File: config.mk
export PLATFORM = sky130hd
export DESIGN_NAME = ser_sdwr_tx
export DESIGN_NICKNAME = d
export VERILOG_FILES = /design/src/rtl/ser_pkg.sv /design/src/rtl/ser_clkdiv.sv /design/src/rtl/ser_sdwr_tx.sv
export SDC_FILE = /design/constraint.sdc
export NUM_CORES = 1
export LEC_CHECK = 0
export ABC_AREA = 1
export CAP_MARGIN = 30
export CORE_ASPECT_RATIO = 1.2
export CORE_MARGIN = 2
export CORE_UTILIZATION = 26
export DETAILED_ROUTE_END_ITERATION = 7
export SYNTH_ARGS = -nofsm -noshare
export SYNTH_HDL_FRONTEND = slang
export SYNTH_HIERARCHICAL = 1
export SYNTH_SLANG_ARGS = --single-unit
File: constraint.sdc
create_clock -name clk -period 4.8 [get_ports clk]
set_input_delay 0.96 -clock clk [delete_from_list [all_inputs] [get_ports clk]]
set_output_delay 0.96 -clock clk [all_outputs]
set_load 0.05 [all_outputs]
File: src/rtl/ser_pkg.sv
`default_nettype none
// ============================================================================
//  Module      : ser_pkg
//  Description : Shared types and constants for the serial write transmitter:
//                FSM state encoding, bus offset decode, window decode and the
//                word-framing helper. Macro SER_SDWR_PARITY_EN adds an
//                odd-parity ninth bit to every word.
//  Revision    : 1.0 - initial release
// ============================================================================
package ser_pkg;

  typedef enum logic [1:0] {
    ST_IDLE = 2'd0,
    ST_LOW  = 2'd1,
    ST_HIGH = 2'd2,
    ST_GAP  = 2'd3
  } ser_state_e;

  localparam logic [3:0] OFS_DATA = 4'h0;
  localparam logic [3:0] OFS_CTRL = 4'h1;
  localparam logic [1:0] WIN_SEL  = 2'b01;

`ifdef SER_SDWR_PARITY_EN
  localparam logic [3:0] LAST_BIT = 4'd8;
`else
  localparam logic [3:0] LAST_BIT = 4'd7;
`endif

  // Data left-justified with its odd-parity bit in the LSB; when parity is
  // disabled the LSB is simply never shifted out.
  function automatic logic [8:0] frame_word(input logic [7:0] d);
    return {d, ~^d};
  endfunction

endpackage
`default_nettype wire

File: src/rtl/ser_clkdiv.sv
`default_nettype none
// ============================================================================
//  Module      : ser_clkdiv
//  Description : Phase timer. Loads the divider value at each phase start,
//                counts down to zero and flags terminal count, so a phase
//                lasts div+1 clocks.
//  Revision    : 1.0 - initial release
// ============================================================================
module ser_clkdiv (
  input  logic       clk,
  input  logic       rst_n,
  input  logic       load,
  input  logic [3:0] div,
  output logic       tc
);

  logic [3:0] cnt_q;
  logic [3:0] cnt_d;

  // Reload on phase start, otherwise count down and park at zero
  always_comb begin
    cnt_d = cnt_q;
    if (load) begin
      cnt_d = div;
    end else if (cnt_q != 4'd0) begin
      cnt_d = cnt_q - 4'd1;
    end
  end

  // Counter register
  always_ff @(posedge clk or negedge rst_n) begin
    if (!rst_n) begin
      cnt_q <= 4'd0;
    end else begin
      cnt_q <= cnt_d;
    end
  end

  assign tc = (cnt_q == 4'd0);

endmodule
`default_nettype wire

File: src/rtl/ser_sdwr_tx.sv
`default_nettype none
// ============================================================================
//  Module      : ser_sdwr_tx
//  Description : Bus-mapped serial write transmitter. Data writes are framed
//                and shifted MSB first with a programmable serial clock; a
//                one-deep hold register queues the next word. Macro
//                SER_SDWR_PARITY_EN appends an odd-parity ninth bit.
//  Revision    : 1.0 - initial release
// ============================================================================
module ser_sdwr_tx #(
  parameter logic [3:0] DIV_RST = 4'd3
) (
  input  logic        clk,
  input  logic        rst_n,
  input  logic        sser_n,
  input  logic [13:4] ba,
  input  logic        br_w,
  input  logic [7:0]  bd,
  output logic        sdwr,
  output logic        sclk_o,
  output logic        sframe_n,
  output logic        busy,
  output logic        done,
  output logic        ovr
);

  import ser_pkg::*;

  ser_state_e state_q, state_d;
  logic [7:0] shift_q, shift_d;
  logic [3:0] bit_q, bit_d;
  logic [7:0] hold_q, hold_d;
  logic       hold_full_q, hold_full_d;
  logic [3:0] div_q, div_d;
  logic       ovr_q, ovr_d;
  logic       done_q, done_d;
  logic       sdwr_q, sdwr_d;
  logic       sclk_q, sclk_d;
  logic       sframe_n_q, sframe_n_d;
  logic       qual_q, qual_d;

  logic       qual, accept, wr_data, wr_ctrl;
  logic       div_load, div_tc;
  logic       gap_exit, start_word;
  logic [7:0] start_data;
  logic       unused_bits;

  assign qual    = ~sser_n & (ba[13:12] == WIN_SEL) & ~br_w;
  assign accept  = qual & ~qual_q;
  assign wr_data = accept & (ba[7:4] == OFS_DATA);
  assign wr_ctrl = accept & (ba[7:4] == OFS_CTRL);
  assign unused_bits = ^{ba[11:8], bd[6:4]};

  ser_clkdiv u_clkdiv (
    .clk   (clk),
    .rst_n (rst_n),
    .load  (div_load),
    .div   (div_q),
    .tc    (div_tc)
  );

  // Next-state: phase sequencing, hold/overrun handling and control writes
  always_comb begin
    state_d     = state_q;
    shift_d     = shift_q;
    bit_d       = bit_q;
    hold_d      = hold_q;
    hold_full_d = hold_full_q;
    div_d       = div_q;
    ovr_d       = ovr_q;
    done_d      = 1'b0;
    sdwr_d      = sdwr_q;
    sclk_d      = sclk_q;
    sframe_n_d  = sframe_n_q;
    qual_d      = qual;
    div_load    = 1'b0;
    gap_exit    = 1'b0;
    start_word  = 1'b0;
    start_data  = bd;

    case (state_q)
      ST_IDLE: begin
        if (wr_data) begin
          start_word = 1'b1;
          start_data = bd;
        end
      end
      ST_LOW: begin
        if (div_tc) begin
          state_d  = ST_HIGH;
          sclk_d   = 1'b1;
          div_load = 1'b1;
        end
      end
      ST_HIGH: begin
        if (div_tc) begin
          sclk_d   = 1'b0;
          div_load = 1'b1;
          if (bit_q == LAST_BIT) begin
            state_d    = ST_GAP;
            sframe_n_d = 1'b1;
            sdwr_d     = 1'b1;
            done_d     = 1'b1;
          end else begin
            state_d = ST_LOW;
            sdwr_d  = shift_q[7];
            shift_d = {shift_q[6:0], 1'b1};
            bit_d   = bit_q + 4'd1;
          end
        end
      end
      ST_GAP: begin
        if (div_tc) begin
          gap_exit = 1'b1;
          if (hold_full_q) begin
            start_word  = 1'b1;
            start_data  = hold_q;
            hold_full_d = 1'b0;
          end else begin
            state_d = ST_IDLE;
          end
        end
      end
      default: state_d = ST_IDLE;
    endcase

    // A write landing on the GAP exit clock is queued behind the held word,
    // or sent directly when nothing is held, so it is never counted as overrun.
    if (wr_data && (state_q != ST_IDLE)) begin
      if (gap_exit && !hold_full_q) begin
        start_word = 1'b1;
        start_data = bd;
      end else if (!hold_full_q || gap_exit) begin
        hold_d      = bd;
        hold_full_d = 1'b1;
      end else begin
        ovr_d = 1'b1;
      end
    end

    // New divider only affects phases that start after this write
    if (wr_ctrl) begin
      div_d = bd[3:0];
      if (bd[7]) begin
        ovr_d = 1'b0;
      end
    end

    if (start_word) begin
      state_d              = ST_LOW;
      {sdwr_d, shift_d}    = frame_word(start_data);
      sclk_d               = 1'b0;
      sframe_n_d           = 1'b0;
      bit_d                = 4'd0;
      div_load             = 1'b1;
    end
  end

  // State and registered outputs; edge detector primed high out of reset
  always_ff @(posedge clk or negedge rst_n) begin
    if (!rst_n) begin
      state_q     <= ST_IDLE;
      shift_q     <= 8'hFF;
      bit_q       <= 4'd0;
      hold_q      <= 8'h00;
      hold_full_q <= 1'b0;
      div_q       <= DIV_RST;
      ovr_q       <= 1'b0;
      done_q      <= 1'b0;
      sdwr_q      <= 1'b1;
      sclk_q      <= 1'b0;
      sframe_n_q  <= 1'b1;
      qual_q      <= 1'b1;
    end else begin
      state_q     <= state_d;
      shift_q     <= shift_d;
      bit_q       <= bit_d;
      hold_q      <= hold_d;
      hold_full_q <= hold_full_d;
      div_q       <= div_d;
      ovr_q       <= ovr_d;
      done_q      <= done_d;
      sdwr_q      <= sdwr_d;
      sclk_q      <= sclk_d;
      sframe_n_q  <= sframe_n_d;
      qual_q      <= qual_d;
    end
  end

  assign sdwr     = sdwr_q;
  assign sclk_o   = sclk_q;
  assign sframe_n = sframe_n_q;
  assign done     = done_q;
  assign ovr      = ovr_q;
  assign busy     = (state_q != ST_IDLE) | hold_full_q;

endmodule
`default_nettype wire

==> key figures, run 1 <==
Clock tree
  • Clk root buf: clkbuf_8
  • Setup bufs post-CTS: 0
  • Htree depth: 2
  • CTS Hold Buffers Added: 0
  • Clock Tree Buf Depth: 2
  • CTS tree: built
  • CTS buffer count: 5
  • Clock transition at path regs: 70 ps
  • # clock sinks: 37
  • Later-pin clock latency in the skew report: 290 ps
  • # resized after CTS: 0

Routing
  • Vias per inst: 4.35
  • Post-DRT Antenna Nets: 0
  • Routed WL per cell: 10.5 um
  • Initial DRT Pass Iterations: 4
  • DR iter-0 viols: 58
  • Vias: 1,913
  • Post-route DRC: 0
  • Final WL: 4630 um

Pwr
  • Power density over cell area: 467 nW/um^2
  • Pwr Total: 1.25 mW
  • Pleak: 1.28 nW
  • Peak supply drop: 0.000134 V

Yosys
  • Post-Syn Instances: 300
  • Syn nets: 328
  • Ys Warns: 6
  • Post-synth cell types: 29
  • Post-synthesis sequential area ratio: 41.7%
  • Mapped Area: 2260 um^2
  • Avg Inst Size Synth: 7.54 um^2
  • Synth Register Bits: 37

Floorplanning
  • Floorplan core area: 8520 um^2
  • # rows: 37
  • Die area: 9460 um^2
  • Ports: 28
  • Vert. Die Dim: 106 um
  • Die Wd: 89.1 um
  • Initial Util: 26.5%

Global route
  • Antenna violations before repair: 0
  • Total grt overflow: 0
  • Global Route Usage Sum: 11.1%
  • Largest net degree at the start of global routing: 38
  • First-pass GRT wire length: 8330 um
  • Vias in the first global route: 1,873

STA
  • Min cycle time layout: 3060 ps
  • Worst slew pin tran: 873 ps
  • Relative slew slack: 41.6%
  • Slew Viols, Final: 0
  • Fmax: 326 MHz
  • Final-report hold violation count: 0
  • Setup Total Neg Slack: 0 ps
  • RSZ-0062 raised after global routing: no
  • Setup violators final: 0
  • Clk_skew: 5.63 ps
  • Final period util: 63.8%

Layout
  • Commonest cells after routing, fill and taps aside: nand2_1, inv_1, dfrtp_1, clkdlybuf4s50_1, nor2_1
  • Reg area: 942 um^2
  • Multi-input gate area: 1090 um^2
  • Most common cell after layout, fill and taps aside: nand2_1
  • Layout Nets: 350
  • Layout cells sized above 1: 12.7%
  • # fillers: 945
  • Antenna diode count: 0
  • Layout area overhead: 18.8%

Worst setup path
  • Worst Setup Path Type: reg -> reg
  • Worst path slowest cell: nand3_2
  • CP top delay family: simple AND/OR/NAND/NOR gates
  • Worst R2R Start: u_clkdiv/cnt_q[0]
  • CP max FO: 25
  • Req. time, crit path: 4980 ps
  • Number of cells on the critical path: 15
  • Critical Path Source Type: flip-flop
  • Worst path bufs/invs: 5
  • Cell chain of the critical path: inv_1 -> ha_1 -> nand2_1 -> inv_1 -> nand3_2 -> nand2_1 -> nand2_1 -> nand2_1 -> inv_1 -> o21ai_0 -> inv_1 -> nand2_1 -> inv_1 -> nand2_1 -> nand2_1
  • CP startpoint: u_clkdiv/cnt_q[0]
  • Worst Path Arrival: 3250 ps
  • CP max stage delay: 510 ps
  • R2R cell count: 15
  • CP dominant cell by count: nand2_1
  • CP Capture Type: flip-flop

Run status
  • Status: completed

Placement
  • Input/output buffers: 23
  • Placer Congestion: 0.754
  • Detailed placement HPWL: 3460 um

Hold path
  • Hold Crit Class: reg -> reg
  • Hold_sp: div_q[3]
  • Hold Path Depth: 2

Job
  • Max Cap Violations: 0
-- report_power, final --
| group | internal (mW) | leakage [nW] | switching (mW) |
|---|---|---|---|
| clock network | 0.169 | 0.0585 | 0.112 |
| logic | 0.177 | 0.772 | 0.295 |
| registers | 0.431 | 0.449 | 0.0682 |
| total | 0.778 | 1.28 | 0.476 |
-- layer usage --
metal	up-vias	track usage, %	wire length (um)
met5	-	0	0
met4	0	3.52	64
met3	5	1.79	124
met2	19	19.6	2400
met1	893	13.4	2040
li1	996	-	-
-- synthesized netlist by cell type, drive strengths merged --
library cell	number	area (um^2)
nor4b	1	23.8
nand4	10	68.8
o2111ai	1	8.76
and3	1	6.26
nand2	107	402
inv	41	154
nand3	9	55.1
xor2	1	8.76
xnor2	2	17.5
a21oi	11	55.1
dfrtp	24	601
nor2	20	80.1
nand2b	1	6.26
buf	9	71.3
o31ai	1	7.51
o21ai	36	221
nor3	1	10.0
dfstp	13	342
mux2i	4	40.0
a21o	1	7.51
ha	6	75.1
-- path summary, 6_finish.rpt --
check                      slack [ps]                end
min in group asynchronous         770  u_clkdiv/cnt_q[2]
max in group asynchronous        3490             sclk_o
max reg2reg                      1740  u_clkdiv/cnt_q[3]
min reg2reg                       480  u_clkdiv/cnt_q[3]
max                              1740  u_clkdiv/cnt_q[3]
min                               480  u_clkdiv/cnt_q[3]
-- through the flow --
step	setup slack, ps	instances	util (%)	hold slack (ps)	instance area, um^2
after global routing	1350	440	31.5	523	2690
after floorplan	2450	300	-	450	2260
after CTS	1740	440	31.5	488	2690
after detailed placement	1680	432	30.2	469	2570
after global placement	1710	432	30.2	471	2570
final	1740	440	31.5	481	2690
-- tightest hold or removal path, cell delays in order, from the launching register on --
cell	delay, ps
dfrtp_1	350
nand2_1	50
nand2_1	50
-- cell families (layout without fill, tap and decap cells) --
group                      Yosys count  count (layout)  synth area share [%]
and+or+nand+nor                    150             150                  28.8
AOI/OAI and AO/OA                   50              50                  13.3
DFF                                 37              37                  41.7
adders and majority gates            6               6                  3.32
muxes                                4               4                  1.77
buffers and inverters               50              73                  9.96
xor gates and xnor gates             3               3                  1.16
-- registers in the layout (all words and copies together), names as in the netlist --
name	count
div_q	4
state_q	2
hold_full_q	1
hold_q	8
sdwr	1
shift_q	8
u_clkdiv/cnt_q	4
ovr	1
sframe_n	1
sclk_o	1
done	1
bit_q	4
qual_q	1
-- cell type report --
type | instances | area share, %
clock buffer | 7 | 3.22
clock inverter | 1 | 1.12
inverter | 41 | 5.73
multi-input combinational | 213 | 40.7
sequential | 37 | 35.1
tap | 117 | 5.45
timing repair buffer | 24 | 8.67
(Power assumes the default switching activity.)
==> run 2: changes to the inputs <==
- clock period: 4.8 -> 3.16 ns (I/O delays scaled with it)
==> key figures, run 2 (synthesis results as in run 1) <==
Run status
  • Status: completed (unchanged)

Routing
  • Routed WL per cell: 10.6 um (was 10.5 um)
  • Vias per inst: 4.30 (was 4.35)
  • Final WL: 4700 um (was 4630 um)
  • Initial DRT Pass Iterations: 4 (unchanged)
  • Post-route DRC: 0 (unchanged)
  • DR iter-0 viols: 47 (was 58)
  • Vias: 1,900 (was 1,913)
  • Post-DRT Antenna Nets: 0 (unchanged)

STA
  • Clk_skew: 9.54 ps (was 5.63 ps)
  • Min cycle time layout: 2650 ps (was 3060 ps)
  • Slew Viols, Final: 0 (unchanged)
  • Setup Total Neg Slack: 0 ps (unchanged)
  • Worst slew pin tran: 868 ps (was 873 ps)
  • Worst setup margin: 510 ps (was 1740 ps)
  • Final-report hold violation count: 0 (unchanged)
  • Final period util: 83.9% (was 63.8%)
  • Setup violators final: 0 (unchanged)
  • Fmax: 377 MHz (was 326 MHz)
  • Hold WS: 436 ps (was 481 ps)
  • RSZ-0062 raised after global routing: no (unchanged)
  • Relative slew slack: 42.1% (was 41.6%)

Worst setup path
  • Req. time, crit path: 3360 ps (was 4980 ps)
  • CP top delay family: simple AND/OR/NAND/NOR gates (unchanged)
  • R2R cell count: 15 (unchanged)
  • CP max FO: 13 (was 25)
  • CP dominant cell by count: nand2_1 (unchanged)
  • Number of cells on the critical path: 15 (unchanged)
  • Cell chain of the critical path: inv_1 -> ha_1 -> nand2_1 -> inv_1 -> nand2_1 -> nor2_1 -> nand2_1 -> nand2_1 -> inv_1 -> o21ai_0 -> inv_1 -> nand2_1 -> inv_1 -> nand2_1 -> nand2_1 (was inv_1 -> ha_1 -> nand2_1 -> inv_1 -> nand3_2 -> nand2_1 -> nand2_1 -> nand2_1 -> inv_1 -> o21ai_0 -> inv_1 -> nand2_1 -> inv_1 -> nand2_1 -> nand2_1)
  • Worst Path Arrival: 2850 ps (was 3250 ps)
  • Worst path slowest cell: dfrtp_1 (was nand3_2)
  • Critical Path Source Type: flip-flop (unchanged)
  • CP Capture Type: flip-flop (unchanged)
  • CP max stage delay: 390 ps (was 510 ps)
  • Worst Setup Path Type: reg -> reg (unchanged)
  • Worst path bufs/invs: 5 (unchanged)

Global route
  • Vias in the first global route: 1,810 (was 1,873)
  • Global Route Usage Sum: 11.0% (was 11.1%)
  • First-pass GRT wire length: 8220 um (was 8330 um)
  • Largest net degree at the start of global routing: 38 (unchanged)
  • Antenna violations before repair: 0 (unchanged)
  • Total grt overflow: 0 (unchanged)

Clock tree
  • CTS Hold Buffers Added: 0 (unchanged)
  • CTS tree: built (unchanged)
  • # resized after CTS: 0 (unchanged)
  • CTS buffer count: 5 (unchanged)
  • Clk root buf: clkbuf_8 (unchanged)
  • Clock transition at path regs: 80 ps (was 70 ps)
  • Clock Tree Buf Depth: 2 (unchanged)
  • Setup bufs post-CTS: 0 (unchanged)
  • Later-pin clock latency in the skew report: 300 ps (was 290 ps)
  • # clock sinks: 37 (unchanged)
  • Htree depth: 2 (unchanged)

Floorplanning
  • Vert. Die Dim: 106 um (unchanged)
  • Floorplan core area: 8520 um^2 (unchanged)
  • Die Wd: 89.1 um (unchanged)
  • # rows: 37 (unchanged)
  • Initial Util: 26.5% (unchanged)
  • Ports: 28 (unchanged)
  • Die area: 9460 um^2 (unchanged)

Layout
  • Antenna diode count: 0 (unchanged)
  • Layout Nets: 352 (was 350)
  • Non-Filler Instances: 442 (was 440)
  • Layout cells sized above 1: 13.2% (was 12.7%)
  • Util after Layout: 31.6% (was 31.5%)
  • Commonest cells after routing, fill and taps aside: nand2_1, inv_1, dfrtp_1, clkdlybuf4s50_1, nor2_1 (unchanged)
  • Most common cell after layout, fill and taps aside: nand2_1 (unchanged)
  • # fillers: 930 (was 945)
  • Layout area overhead: 19.2% (was 18.8%)
  • Biggest regs: hold_q (8), shift_q (8) (unchanged)

Pwr
  • Pleak: 1.29 nW (was 1.28 nW)
  • Peak supply drop: 0.000255 V (was 0.000134 V)
  • Power density over cell area: 705 nW/um^2 (was 467 nW/um^2)

Hold path
  • Hold Crit Class: in -> async (was reg -> reg)

Placement
  • Dpl ws: 368 ps (was 1680 ps)
  • Detailed placement HPWL: 3440 um (was 3460 um)
  • Input/output buffers: 23 (unchanged)
  • Cells after DPL: 434 (was 432)
  • Placer Congestion: 0.755 (was 0.754)

Job
  • Max Cap Violations: 0 (unchanged)
## run 2: metal layers
layer / wire [um] / vias to the layer above / global-route usage (%)
li1: - / 1005 / -
met1: 2200 / 870 / 13.4
met2: 2280 / 20 / 18.4
met3: 125 / 5 / 2.33
met4: 94 / 0 / 4.58
met5: 0 / - / 0
## run 2: worst paths after layout
| kind | startpoint | to | slack [ps] |
|---|---|---|---|
| worst max register to register | u_clkdiv/cnt_q[0] | u_clkdiv/cnt_q[3] | 510 |
| min in group clk | div_q[3] | u_clkdiv/cnt_q[3] | 490 |
| worst min-delay path | rst_n | u_clkdiv/cnt_q[3] | 440 |
| worst min register to register | div_q[3] | u_clkdiv/cnt_q[3] | 490 |
| max in group asynchronous | rst_n | state_q[1] | 2160 |
| worst max-delay path | u_clkdiv/cnt_q[0] | u_clkdiv/cnt_q[3] | 510 |
## run 2: layout make-up
type                       count  area (um^2)  share of cell area (%)
clock buffer                   6         72.6                    2.69
clock inverter                 2         38.8                    1.44
inverter                      41          154                    5.71
multi-input combinational    213         1090                    40.6
sequential                    37          942                    35.0
tap                          117          146                    5.43
timing repair buffer          26          248                    9.19
## run 2: report_power, final
group / internal (mW) / switching, mW
Sequential: 0.655 / 0.103
Clock: 0.237 / 0.186
Combinational: 0.272 / 0.449
## run 2: worst register-to-register path: stages (launching register included)
cell	delay, ps
dfrtp_1	390
inv_1	120
ha_1	250
nand2_1	100
inv_1	350
nand2_1	100
nor2_1	170
nand2_1	130
nand2_1	110
inv_1	110
o21ai_0	310
inv_1	180
nand2_1	130
inv_1	40
nand2_1	50
nand2_1	40
## run 2: per-stage QoR
stage | total power [mW] | area (um^2)
final | 1.90 | 2700
after global routing | 2.05 | 2700
after CTS | 1.92 | 2700
after detailed placement | 1.49 | 2580
after global placement | 1.47 | 2580
after floorplan | 1.31 | 2260
==> run 3: changes to the inputs <==
- clock period: 3.16 -> 2.5 ns (I/O delays scaled with it)
==> key figures, run 3 (synthesis results as in run 1) <==
Run status
  • Status: completed (unchanged)

STA
  • Min cycle time layout: 2400 ps
  • Worst setup margin: 97.8 ps (was 510 ps)
  • Slew Viols, Final: 0 (unchanged)
  • RSZ-0062 raised after global routing: no (unchanged)
  • Fmax: 416 MHz
  • Final period util: 96.1%
  • Setup violators final: 0 (unchanged)
  • Final-report hold violation count: 0 (unchanged)
  • Clk_skew: 10.5 ps (was 9.54 ps)
  • Worst slew pin tran: 820 ps (was 868 ps)
  • Relative slew slack: 45.3% (was 42.1%)
  • Setup Total Neg Slack: 0 ps (unchanged)

Pwr
  • Pwr Total: 2.33 mW (was 1.90 mW)
  • Pleak: 1.31 nW (was 1.29 nW)
  • Power density over cell area: 856 nW/um^2 (was 705 nW/um^2)
  • Peak supply drop: 0.000245 V (was 0.000255 V)

Clock tree
  • Clk root buf: clkbuf_8 (unchanged)
  • Clock transition at path regs: 80 ps (about the same)
  • CTS Hold Buffers Added: 0 (unchanged)
  • Setup bufs post-CTS: 0 (unchanged)
  • CTS tree: built (unchanged)
  • Htree depth: 2 (unchanged)
  • Later-pin clock latency in the skew report: 290 ps (was 300 ps)
  • # resized after CTS: 0 (unchanged)
  • Clock Tree Buf Depth: 2 (unchanged)
  • CTS buffer count: 5 (unchanged)
  • # clock sinks: 37 (unchanged)

Layout
  • Antenna diode count: 0 (unchanged)
  • Commonest cells after routing, fill and taps aside: nand2_1, inv_1, dfrtp_1, clkdlybuf4s50_1, nor2_1 (unchanged)
  • Layout Nets: 359 (was 352)
  • # fillers: 933 (was 930)
  • Most common cell after layout, fill and taps aside: nand2_1 (unchanged)
  • Layout area overhead: 20.6% (was 19.2%)
  • Layout cells sized above 1: 14.8% (was 13.2%)
  • Biggest regs: hold_q (8), shift_q (8) (unchanged)

Floorplanning
  • Ports: 28 (unchanged)
  • Die area: 9460 um^2 (unchanged)
  • Floorplan core area: 8520 um^2 (unchanged)
  • Vert. Die Dim: 106 um (unchanged)
  • Die Wd: 89.1 um (unchanged)
  • # rows: 37 (unchanged)
  • Initial Util: 26.5% (unchanged)

Global route
  • M1 GR Usage: 13.1% (was 13.4%)
  • Largest net degree at the start of global routing: 38 (unchanged)
  • Vias in the first global route: 1,895 (was 1,810)
  • Gr busiest metal: met2 (unchanged)
  • Global Route Usage Sum: 10.8% (was 11.0%)
  • Total grt overflow: 0 (unchanged)
  • Antenna violations before repair: 0 (unchanged)
  • Met2 GRT Util: 18.6% (was 18.4%)
  • Met3 Resource Use GR: 1.55% (was 2.33%)
  • First-pass GRT wire length: 8150 um (was 8220 um)

Routing
  • Final WL: 4640 um (was 4700 um)
  • Vias per inst: 4.25 (was 4.30)
  • Routed WL per cell: 10.3 um (was 10.6 um)
  • DR iter-0 viols: 117 (was 47)
  • Initial DRT Pass Iterations: 4 (unchanged)
  • Post-route DRC: 0 (unchanged)
  • Post-DRT Antenna Nets: 0 (unchanged)
  • Vias: 1,909 (was 1,900)

Placement
  • Input/output buffers: 23 (unchanged)
  • Placer Congestion: 0.808 (was 0.755)
  • Detailed placement HPWL: 3490 um (was 3440 um)
  • Dpl ws: 119 ps (was 368 ps)

Worst setup path
  • CP max FO: 12 (was 13)
  • Req. time, crit path: 2000 ps (was 3360 ps)
  • CP Capture Type: primary output (was flip-flop)
  • Critical Path Source Type: flip-flop (unchanged)
  • Worst Path Arrival: 1900 ps (was 2850 ps)
  • Worst Setup Path Type: reg -> out (was reg -> reg)

Job
  • Max Cap Violations: 0 (unchanged)

Hold path
  • Hold Crit Class: in -> async (unchanged)
-- run 3: changes by cell type in the layout (fill, tap and decap cells not counted) --
cell	delta
bufinv_16	-1
clkbuf_1	+1
buf_4	+7
clkbuf_8	+1
clkinv_4	-1
-- run 3: routing by layer --
metal,vias up,routed length (um)
met5,-,0
met3,7,140
li1,1012,-
met2,27,2360
met1,863,2040
met4,0,102
-- run 3: critical path, cell delays in order, from the launching register on --
cell	delay, ps
dfrtp_1	610
inv_1	120
nand2_1	90
clkdlybuf4s50_1	800
-- run 3: through the flow --
stage / cell area (um^2) / std cells / util (%) / hold slack [ps]
after global routing: 2730 / 449 / 32.0 / 372
after global placement: 2640 / 441 / 30.9 / 471
after floorplan: 2260 / 300 / - / 204
after CTS: 2730 / 449 / 32.0 / 344
final: 2730 / 449 / 32.0 / 302
after detailed placement: 2640 / 441 / 30.9 / 470
-- run 3: power by group --
group	internal [mW]	leakage, nW	switching (mW)
clock	0.225	0.0455	0.206
combinational	0.370	0.815	0.569
sequential	0.829	0.449	0.135
total	1.42	1.31	0.910
-- run 3: final cells by class --
cell class / instances / area, um^2 / area share (%)
Timing Repair Buffer: 33 / 300 / 11.0
Sequential cell: 37 / 942 / 34.6
Tap cell: 117 / 146 / 5.37
Multi-Input combinational cell: 213 / 1090 / 40.1
Inverter: 41 / 154 / 5.64
Clock buffer: 8 / 90.1 / 3.30
-- run 3: path summary, 6_finish.rpt --
check | start | to | slack [ps] | cells after the start
worst max register to register | u_clkdiv/cnt_q[0] | u_clkdiv/cnt_q[3] | 380 | 16
worst min register to register | div_q[3] | u_clkdiv/cnt_q[3] | 480 | 2
min in group clk | div_q[3] | u_clkdiv/cnt_q[3] | 480 | 2
max in group asynchronous | rst_n | bit_q[0] | 1670 | 1
worst min-delay path | rst_n | u_clkdiv/cnt_q[3] | 300 | 1
worst max-delay path | hold_full_q | busy | 100 | 3
